===== config.mk =====
export PLATFORM = sky130hd
export DESIGN_NAME = rc_f2c_responder
export DESIGN_NICKNAME = d
export VERILOG_FILES = /design/src/rtl/rc_f2c_responder.sv
export SDC_FILE = /design/constraint.sdc
export NUM_CORES = 1
export LEC_CHECK = 0
export ABC_AREA = 0
export CAP_MARGIN = 10
export CORE_UTILIZATION = 55
export DETAILED_ROUTE_END_ITERATION = 8
export MAX_ROUTING_LAYER = met4
export PLACE_DENSITY_LB_ADDON = 0.15
export SLEW_MARGIN = 20
export SYNTH_ARGS = -nofsm -noshare
export SYNTH_HDL_FRONTEND = slang
export SYNTH_SLANG_ARGS = --single-unit

===== constraint.sdc =====
create_clock -name QClk -period 6.7 [get_ports QClk]
set_input_delay 1.005 -clock QClk [delete_from_list [all_inputs] [get_ports QClk]]
set_output_delay 1.005 -clock QClk [all_outputs]
set_load 0.005 [all_outputs]

===== src/rtl/rc_f2c_responder.sv =====
// Fabric-to-core responder: buffers ring requests addressed to this core, issues them to local
// memory in age order and returns read data to the ring as RD_RSP packets.
module rc_f2c_responder #(
    parameter int unsigned F2C_ENTRIESNUM = 4,
    parameter int unsigned MEM_LAT_MAX    = 8
) (
    input  logic        QClk,
    input  logic        RstQnnnL,
    input  logic [7:0]  CoreId,
    input  logic        RingReqValid,
    input  logic [1:0]  RingReqOpcode,
    input  logic [31:0] RingReqAddress,
    input  logic [31:0] RingReqData,
    input  logic [7:0]  RingReqRequestor,
    output logic        RingReqStall,
    output logic        F2cMemReqValid,
    input  logic        F2cMemReqReady,
    output logic        F2cMemReqWrEn,
    output logic [31:0] F2cMemReqAddress,
    output logic [31:0] F2cMemReqData,
    input  logic        F2cMemRspValid,
    input  logic [31:0] F2cMemRspData,
    output logic        RspValid,
    input  logic        RspGnt,
    output logic [1:0]  RspOpcode,
    output logic [31:0] RspAddress,
    output logic [31:0] RspData,
    output logic        ErrSticky
);
    localparam int unsigned F2C_MSB     = F2C_ENTRIESNUM - 1;
    localparam int unsigned F2C_ENC_MSB = $clog2(F2C_ENTRIESNUM) - 1;
    localparam int unsigned LAT_W       = $clog2(MEM_LAT_MAX + 1);

    localparam logic [1:0] OP_RD       = 2'b00;
    localparam logic [1:0] OP_RD_RSP   = 2'b01;
    localparam logic [1:0] OP_WR_BCAST = 2'b11;

    typedef logic [F2C_ENC_MSB:0] idx_t;
    typedef enum logic [2:0] {FREE, WRITE, READ, READ_PRGRS, READ_RDY} t_state;

    t_state            state_q [F2C_ENTRIESNUM];
    t_state            state_d [F2C_ENTRIESNUM];
    logic [31:0]       addr_q  [F2C_ENTRIESNUM];
    logic [31:0]       addr_d  [F2C_ENTRIESNUM];
    logic [31:0]       data_q  [F2C_ENTRIESNUM];
    logic [31:0]       data_d  [F2C_ENTRIESNUM];
    logic [7:0]        reqr_q  [F2C_ENTRIESNUM];
    logic [7:0]        reqr_d  [F2C_ENTRIESNUM];
    idx_t              rank_q  [F2C_ENTRIESNUM];
    idx_t              rank_d  [F2C_ENTRIESNUM];
    logic [LAT_W-1:0]  lat_q, lat_d;
    logic              pend_q, pend_d;
    idx_t              pend_idx_q, pend_idx_d;
    logic              err_q, err_d;

    logic              hit, any_free, any_prgrs, iss_found, rsp_found;
    idx_t              free_idx, prgrs_idx, iss_idx, rsp_idx, dec, surv;
    logic [F2C_MSB:0]  freed;

    // Entry selection; rank 0 is the oldest live entry.
    always_comb begin
        hit = RingReqValid && (RingReqOpcode != OP_RD_RSP) &&
              ((RingReqAddress[31:24] == CoreId) ||
               (RingReqOpcode == OP_WR_BCAST && RingReqAddress[31:24] == 8'hFF));
        any_free  = 1'b0;
        free_idx  = '0;
        any_prgrs = 1'b0;
        prgrs_idx = '0;
        for (int i = F2C_ENTRIESNUM - 1; i >= 0; i--) begin
            if (state_q[i] == FREE) begin
                any_free = 1'b1;
                free_idx = idx_t'(i);
            end
            if (state_q[i] == READ_PRGRS) begin
                any_prgrs = 1'b1;
                prgrs_idx = idx_t'(i);
            end
        end
        iss_found = 1'b0;
        iss_idx   = '0;
        rsp_found = 1'b0;
        rsp_idx   = '0;
        if (pend_q) begin
            iss_found = 1'b1;
            iss_idx   = pend_idx_q;
        end else begin
            for (int i = 0; i < F2C_ENTRIESNUM; i++) begin
                if ((state_q[i] == WRITE || (state_q[i] == READ && !any_prgrs)) &&
                    (!iss_found || rank_q[i] < rank_q[iss_idx])) begin
                    iss_found = 1'b1;
                    iss_idx   = idx_t'(i);
                end
            end
        end
        for (int i = 0; i < F2C_ENTRIESNUM; i++) begin
            if (state_q[i] == READ_RDY && (!rsp_found || rank_q[i] < rank_q[rsp_idx])) begin
                rsp_found = 1'b1;
                rsp_idx   = idx_t'(i);
            end
        end
    end

    assign RingReqStall     = hit && !any_free;
    assign F2cMemReqValid   = iss_found;
    assign F2cMemReqWrEn    = iss_found && (state_q[iss_idx] == WRITE);
    assign F2cMemReqAddress = iss_found ? addr_q[iss_idx] : 32'h0;
    assign F2cMemReqData    = iss_found ? data_q[iss_idx] : 32'h0;
    assign RspValid         = rsp_found;
    assign RspOpcode        = rsp_found ? OP_RD_RSP : 2'b00;
    assign RspAddress       = rsp_found ? {reqr_q[rsp_idx], addr_q[rsp_idx][23:0]} : 32'h0;
    assign RspData          = rsp_found ? data_q[rsp_idx] : 32'h0;
    assign ErrSticky        = err_q;

    always_comb begin
        state_d    = state_q;
        addr_d     = addr_q;
        data_d     = data_q;
        reqr_d     = reqr_q;
        rank_d     = rank_q;
        lat_d      = lat_q;
        err_d      = err_q;
        freed      = '0;
        dec        = '0;
        surv       = '0;
        // Lock a stalled issue so an older read unblocked meanwhile cannot displace it.
        pend_d     = iss_found && !F2cMemReqReady;
        pend_idx_d = iss_idx;

        if (iss_found && F2cMemReqReady) begin
            if (state_q[iss_idx] == WRITE) begin
                state_d[iss_idx] = FREE;
                freed[iss_idx]   = 1'b1;
            end else begin
                state_d[iss_idx] = READ_PRGRS;
                lat_d            = LAT_W'(1);
            end
        end

        if (any_prgrs) begin
            if (F2cMemRspValid) begin
                state_d[prgrs_idx] = READ_RDY;
                data_d[prgrs_idx]  = F2cMemRspData;
            end else if (lat_q == LAT_W'(MEM_LAT_MAX)) begin
                // Abandon the timed-out read so the buffer cannot deadlock.
                state_d[prgrs_idx] = FREE;
                freed[prgrs_idx]   = 1'b1;
                err_d              = 1'b1;
            end else begin
                lat_d = lat_q + LAT_W'(1);
            end
        end else if (F2cMemRspValid) begin
            err_d = 1'b1;
        end

        if (RspGnt && rsp_found) begin
            state_d[rsp_idx] = FREE;
            freed[rsp_idx]   = 1'b1;
        end

        for (int i = 0; i < F2C_ENTRIESNUM; i++) begin
            if (state_q[i] != FREE && !freed[i]) begin
                dec = '0;
                for (int j = 0; j < F2C_ENTRIESNUM; j++) begin
                    if (freed[j] && rank_q[j] < rank_q[i]) dec = dec + idx_t'(1);
                end
                rank_d[i] = rank_q[i] - dec;
                surv      = surv + idx_t'(1);
            end
        end

        if (hit && any_free) begin
            state_d[free_idx] = (RingReqOpcode == OP_RD) ? READ : WRITE;
            addr_d[free_idx]  = RingReqAddress;
            data_d[free_idx]  = RingReqData;
            reqr_d[free_idx]  = RingReqRequestor;
            rank_d[free_idx]  = surv;
        end
    end

    always_ff @(posedge QClk or negedge RstQnnnL) begin
        if (!RstQnnnL) begin
            for (int i = 0; i < F2C_ENTRIESNUM; i++) begin
                state_q[i] <= FREE;
                addr_q[i]  <= '0;
                data_q[i]  <= '0;
                reqr_q[i]  <= '0;
                rank_q[i]  <= '0;
            end
            lat_q      <= '0;
            pend_q     <= 1'b0;
            pend_idx_q <= '0;
            err_q      <= 1'b0;
        end else begin
            state_q    <= state_d;
            addr_q     <= addr_d;
            data_q     <= data_d;
            reqr_q     <= reqr_d;
            rank_q     <= rank_d;
            lat_q      <= lat_d;
            pend_q     <= pend_d;
            pend_idx_q <= pend_idx_d;
            err_q      <= err_d;
        end
    end
endmodule


Word-level counts from Yosys, hierarchy flattened:

Cells that the tools add are included.

* register bits: 316
* memories: 0
* latch bits: 0
* output and inout bits: 135
* memory bits (read-only): 0
* memory bits (writable): 0

* bitwise gates (word level): 23
* equal/unequal tests: 23
* multipliers: 0
* shift operators: 0
* $lt $le $gt $ge: 40
* add/subtract/negate cells: 20
* multiplexer cells: 171
* reductions and logical operators: 82
* divide/modulo/power cells: 0

Operators with widths (number)
* $bwmux W128: 3
* $mux W128: 3
* $mux W32: 12
* $bmux W32 S2: 4
* $demux W32 S2: 2
* $mux W2: 64
* $mux W12: 7
* $mux W24: 2
* $logic_and A1 B1 Y1: 46
* $mux W4: 11
* $lt A2 B2 Y1: 21
* $and A12 B12 Y12: 3
* $not A12 Y12: 3
* $mux W1: 34
* $bwmux W32: 1
* $mux W8: 4
* $add A2 B1 Y2 const B: 15
* $ge A3 B3 Y1 const B: 9
* $not A2 Y3: 9
* $demux W3 S2: 4
* $eq A3 B2 Y1 const B: 8
* $bmux W2 S2: 5
* $mux W3: 6
* $bmux W8 S2: 1
* 32 further kinds: 82

Logic depth before layout (Yosys ltp):

* word-level depth: 62
* mapped depth: 33
* gate-level depth less buffers: 33

Worst setup path before layout:

No wires, ideal clock.

* path type: register to register
* from: reg rank_q[5] in the netlist's numbering
* to: reg rank_q[7] in the netlist's numbering
* slack: 0.639 ns
* arrival time: 5.927 ns
* data required time: 6.566 ns
* stages on the path, launching flop included: 32
* library setup time: 0.134 ns
* buffers on the path: 2
* path through: dfrtp_1 > inv_1 > ha_1 > nor2b_1 > o21ai_0 > a21oi_1 > clkbuf_1 > nor2_1 > a21oi_1 > ha_1 > o22a_1 > or2_2 > o41ai_1 > clkbuf_1 > a21oi_1 > ha_1 > o21ai_0 > a211oi_1 > o21ai_0 > a211o_1 > nor2_1 > a211oi_1 > nor2_1 > inv_1 > ha_1 > xnor2_1 > ha_1 > or2_2 > a21o_1 > a31oi_1 > xnor2_1 > mux2i_1

RTL lines
* start, declared: line 49 `idx_t rank_q [F2C_ENTRIESNUM];`
* start signal, assigned: line 198 `rank_q <= rank_d;`

Worst setup path after layout:

* from: reg rank_q[5] in the netlist's numbering
* to: out F2cMemReqAddress[21]

* cells in the longest elaborated chain, start to end: 31
* elaborated cells on any way between the ends: 39
* classes of those cells: order compare: 3; mux: 25; bitwise: 3; reduce/logical: 8

RTL lines
* $bmux W2 S2: line 89 `(!iss_found || rank_q[i] < rank_q[iss_idx])) begin`
* $mux W2 (implied by the code) (2 in a row): line 89
* $lt A2 B2 Y1: line 89
* $logic_or A1 B1 Y1: line 89
* $logic_and A1 B1 Y1: line 88 `if ((state_q[i] == WRITE || (state_q[i] == READ && !any_prgrs)) &&`
* $mux W2: line 88
* $mux W2: line 83 `if (pend_q) begin`
* $not A2 Y3 (implied by the code): line 89
* (+13 left out)
* $logic_or A1 B1 Y1: line 89
* $logic_and A1 B1 Y1: line 88
* $mux W2: line 88
* $mux W2: line 83
* $not A2 Y3 (implied by the code): line 106 `assign F2cMemReqAddress = iss_found ? addr_q[iss_idx] : 32'h0;`
* $bmux W32 S2: line 106
* $mux W32 (implied by the code) (2 in a row): line 106
* $mux W32 (*): line 106
* end, declared: line 19 `output logic [31:0] F2cMemReqAddress,`

Every way passes the cells marked *; elsewhere a longest branch is shown, timed or not. The select of a mux whose other input is x is not followed.

==> metrics.md <==
| Metric | Value |
|---|---|
| Worst min path class | `input port to asynchronous set/reset pin` |
| Reg-to-reg startpoint | `rank_q[5]` |
| Flop2flop setup slack | `around 0.60 ns` |
| Avg Cell Area, Syn | `9.19 um^2` |
| H-tree levels | `2` |
| Period utilization | `a little over nine tenths` |
| Synth Warn # | `0` |
| Sequential share of the synthesized area | `42.6%` |
| Async set-or-reset flop fraction in the synthesized netlist | `100%` |
| Synth cell count leaders | `nand2_1 (386), dfrtp_1 (316), nor2_1 (149)` |
| Worst-case reg-to-reg path depth | `32` |
| Num rows | `66` |
| GRT Overall Usage | `between 30% and 40%` |
| R2r endpoint | `rank_q[5]` |
| Port Buffer Count | `between 200 and 300` |
| Antenna Nets Post-Route | `0` |
| Starting Density | `a little under three fifths` |
| Post-Syn Nets | `approximately 2,200` |
| Clock transition at the registers of the reported paths | `~0.060 ns` |
| Max stage delay cell, worst path | `clkdlybuf4s50_1` |
| Worst Tran Pin Value | `around 1.1 ns` |
| Dpl hpwl | `between 30,000 and 40,000 um` |
| Worst setup path category | `register to primary output` |
| Synth cell types | `84` |
| CTS tree | `done` |
| PD cells | `629 nW/um^2` |
| DRT Wirelength | `around 66,000 um` |
| Leak pwr | `between 10 and 15 nW` |
| Max Cap Violations | `0` |
| Num Clock Sinks | `316` |
| DRC Markers | `0` |
| Top cell type's share of synthesized area | `between 40% and 50%` |
| Fill cells | `roughly 2,500` |
| Setup violators final | `0` |
| Via count | `around 18,000` |
| Die area | `approximately 35,000 um^2` |
| Largest net degree at the start of global routing | `between 150 and 200` |
| Clock root buffer | `clkbuf_16` |
| Status | `complete, no violations` |
| Data arrival, critical path | `between 5 and 6 ns` |
| Worst EP required | `5.69 ns` |
| Critical path depth in cells | `26` |
| GR Overflow Total | `0` |
| Gpl congestion | `roughly 0.94` |
| Vias in the first global route | `17,600` |
| TritonRoute pass-1 iters | `6` |
| CTS Hold Bufs | `0` |
| Crit path buf inv count | `4` |
| Layout Area Growth over Synthesis | `26.7%` |
| Layout cells sized above 1 | `between 10% and 20%` |
| CORE AREA | `roughly 33,000 um^2` |
| Fmax achieved | `about 150 MHz` |
| Maximum vdd drop | `~0.53 mV` |
| Cell with the most instances after synthesis | `nand2_1` |
| Width of the die | `186 um` |
| Crit path top cell by count | `nor2_1` |
| Num CTS Buffers | `36` |
| Setup TNS | `0 ns` |
| Layout Nets | `approximately 2,400` |
| Final Critical Period | `about 6.5 ns` |
| Synth Flop Type | `dfrtp_1` |
| Utilization after layout | `71.6%` |
| Cell family with most CP delay | `compound AO/OA/AOI/OAI gates` |
| EDFF count, synth | `0` |
| Wire length per cell | `approximately 24 um` |
| Ports | `255` |
| Synthesized area | `18,600 um^2` |
| Die Ht | `186 um` |
| Min Hold Slack | `around 0.41 ns` |
| Top cells by area, synth | `dfrtp_1 (43%), mux2_2 (7.8%), nand2_1 (7.8%)` |
| Later-pin clock latency in the skew report | `~0.54 ns` |
| Setup crit end kind | `primary output` |
| Final hold vios | `0` |
| Critical Path Max Stage Delay | `approximately 0.58 ns` |
| Avg Vias per Cell | `6.61` |
| Synth Instances | `about 2,000` |
| Slew margin rel. | `between 20% and 30%` |
| Critical-path maximum fanout | `28` |
| Global-route wire length before repair | `approximately 100,000 um` |
| Max Root-Sink Buffers | `3` |
| Area leader, netlist | `dfrtp_1` |
| Max Slew Vio Count | `0` |
| Clock skew | `around 0.026 ns` |
| 1st-iter DRT viols | `about 2,200` |
| Flops & latches, synth | `around 320` |
| Initial antenna violation count | `7` |
| CP startpoint kind | `register` |
[where the power goes]
part           total, mW  switching (mW)  internal (mW)
logic               9.73            5.31           4.43
registers           2.98           0.554           2.42
clock network       2.08           0.820           1.26
[layer usage]
metal  wire length, um  track usage (%)  vias up
li1                  -                -     7757
met1             25500             49.4     8761
met2             30000             58.5     1186
met3              7830             9.57      208
met4              2330             16.1        0
met5                 0                -        -
[placed cells by master, fill, tap and decap left out, types with 53 or more instances in the layout]
cell type	Yosys	routed
nand2_1	386	379
o221a_2	56	56
clkdlybuf4s50_1	0	240
mux2_2	129	129
dfrtp_1	316	312
nor2_1	149	145
o221ai_1	57	57
buf_4	4	53
a31oi_1	62	58
o21ai_0	119	117
a21oi_1	62	60
nor3_1	121	106
mux2i_1	135	135
[worst max path at each step]
stage	to	startpoint	slack (ns)
5_1_grt	F2cMemReqAddress[30]	rank_q[5]	-0.02
2_1_floorplan	rank_q[7]	rank_q[5]	0.64
6_report	F2cMemReqAddress[21]	rank_q[5]	0.19
4_1_cts	RspAddress[12]	rank_q[7]	0.03
3_3_place_gp	rank_q[5]	rank_q[5]	0.34
3_5_place_dp	F2cMemReqData[7]	rank_q[5]	0.27
[state kept, by name (all words and copies together), names as in the netlist]
signal and count:
addr_q 128, reqr_q 32, state_q 12, pend_q 1, rank_q 8, data_q 128, ErrSticky 1, lat_q 4
pend_idx_q 2
[cell type report]
| cell class | count | area, um^2 | area share (%) |
|---|---|---|---|
| Multi-Input combinational cell | 1516 | 10200 | 43.5 |
| Sequential cell | 316 | 7910 | 33.6 |
| Timing Repair Buffer | 329 | 3420 | 14.5 |
| Clock buffer | 50 | 1050 | 4.48 |
| Tap cell | 442 | 553 | 2.35 |
| Clock inverter | 12 | 200 | 0.851 |
| Inverter | 35 | 139 | 0.590 |
| Antenna cell | 7 | 17.5 | 0.0744 |
| Timing Repair inverter | 1 | 6.26 | 0.0266 |
[what timing repair did]
item / CTS / global route
cloned: 2 / 5
endpoints found under the setup margin: 118 / 128
gates resized for setup: 13 / 57
setup buffers: 0 / 12
pin swaps: 0 / 9
[kinds of logic (layout without fill, tap and decap cells)]
group	after synthesis	in the layout	synth area share, %
adders and majority gates	33	33	2.22
DFF	316	316	42.6
muxes	265	265	15.2
and+or+nand+nor	744	744	17.2
buffers and inverters	189	427	3.97
AOI/OAI and AO/OA	453	453	17.9
xor gates and xnor gates	20	20	0.943
other	1	8	0.0202
[through the flow]
step                cells  setup WS [ns]  power [mW]  area (um^2)
floorplan            2021          0.639        7.47        18600
global placement     2620          0.341        11.6        21700
detailed placement   2620          0.265        11.8        21700
CTS                  2684         0.0270        14.1        23100
global route         2708        -0.0228        15.5        23500
finish               2708          0.188        14.8        23500
Note: power is estimated with default switching activity, not from simulation.
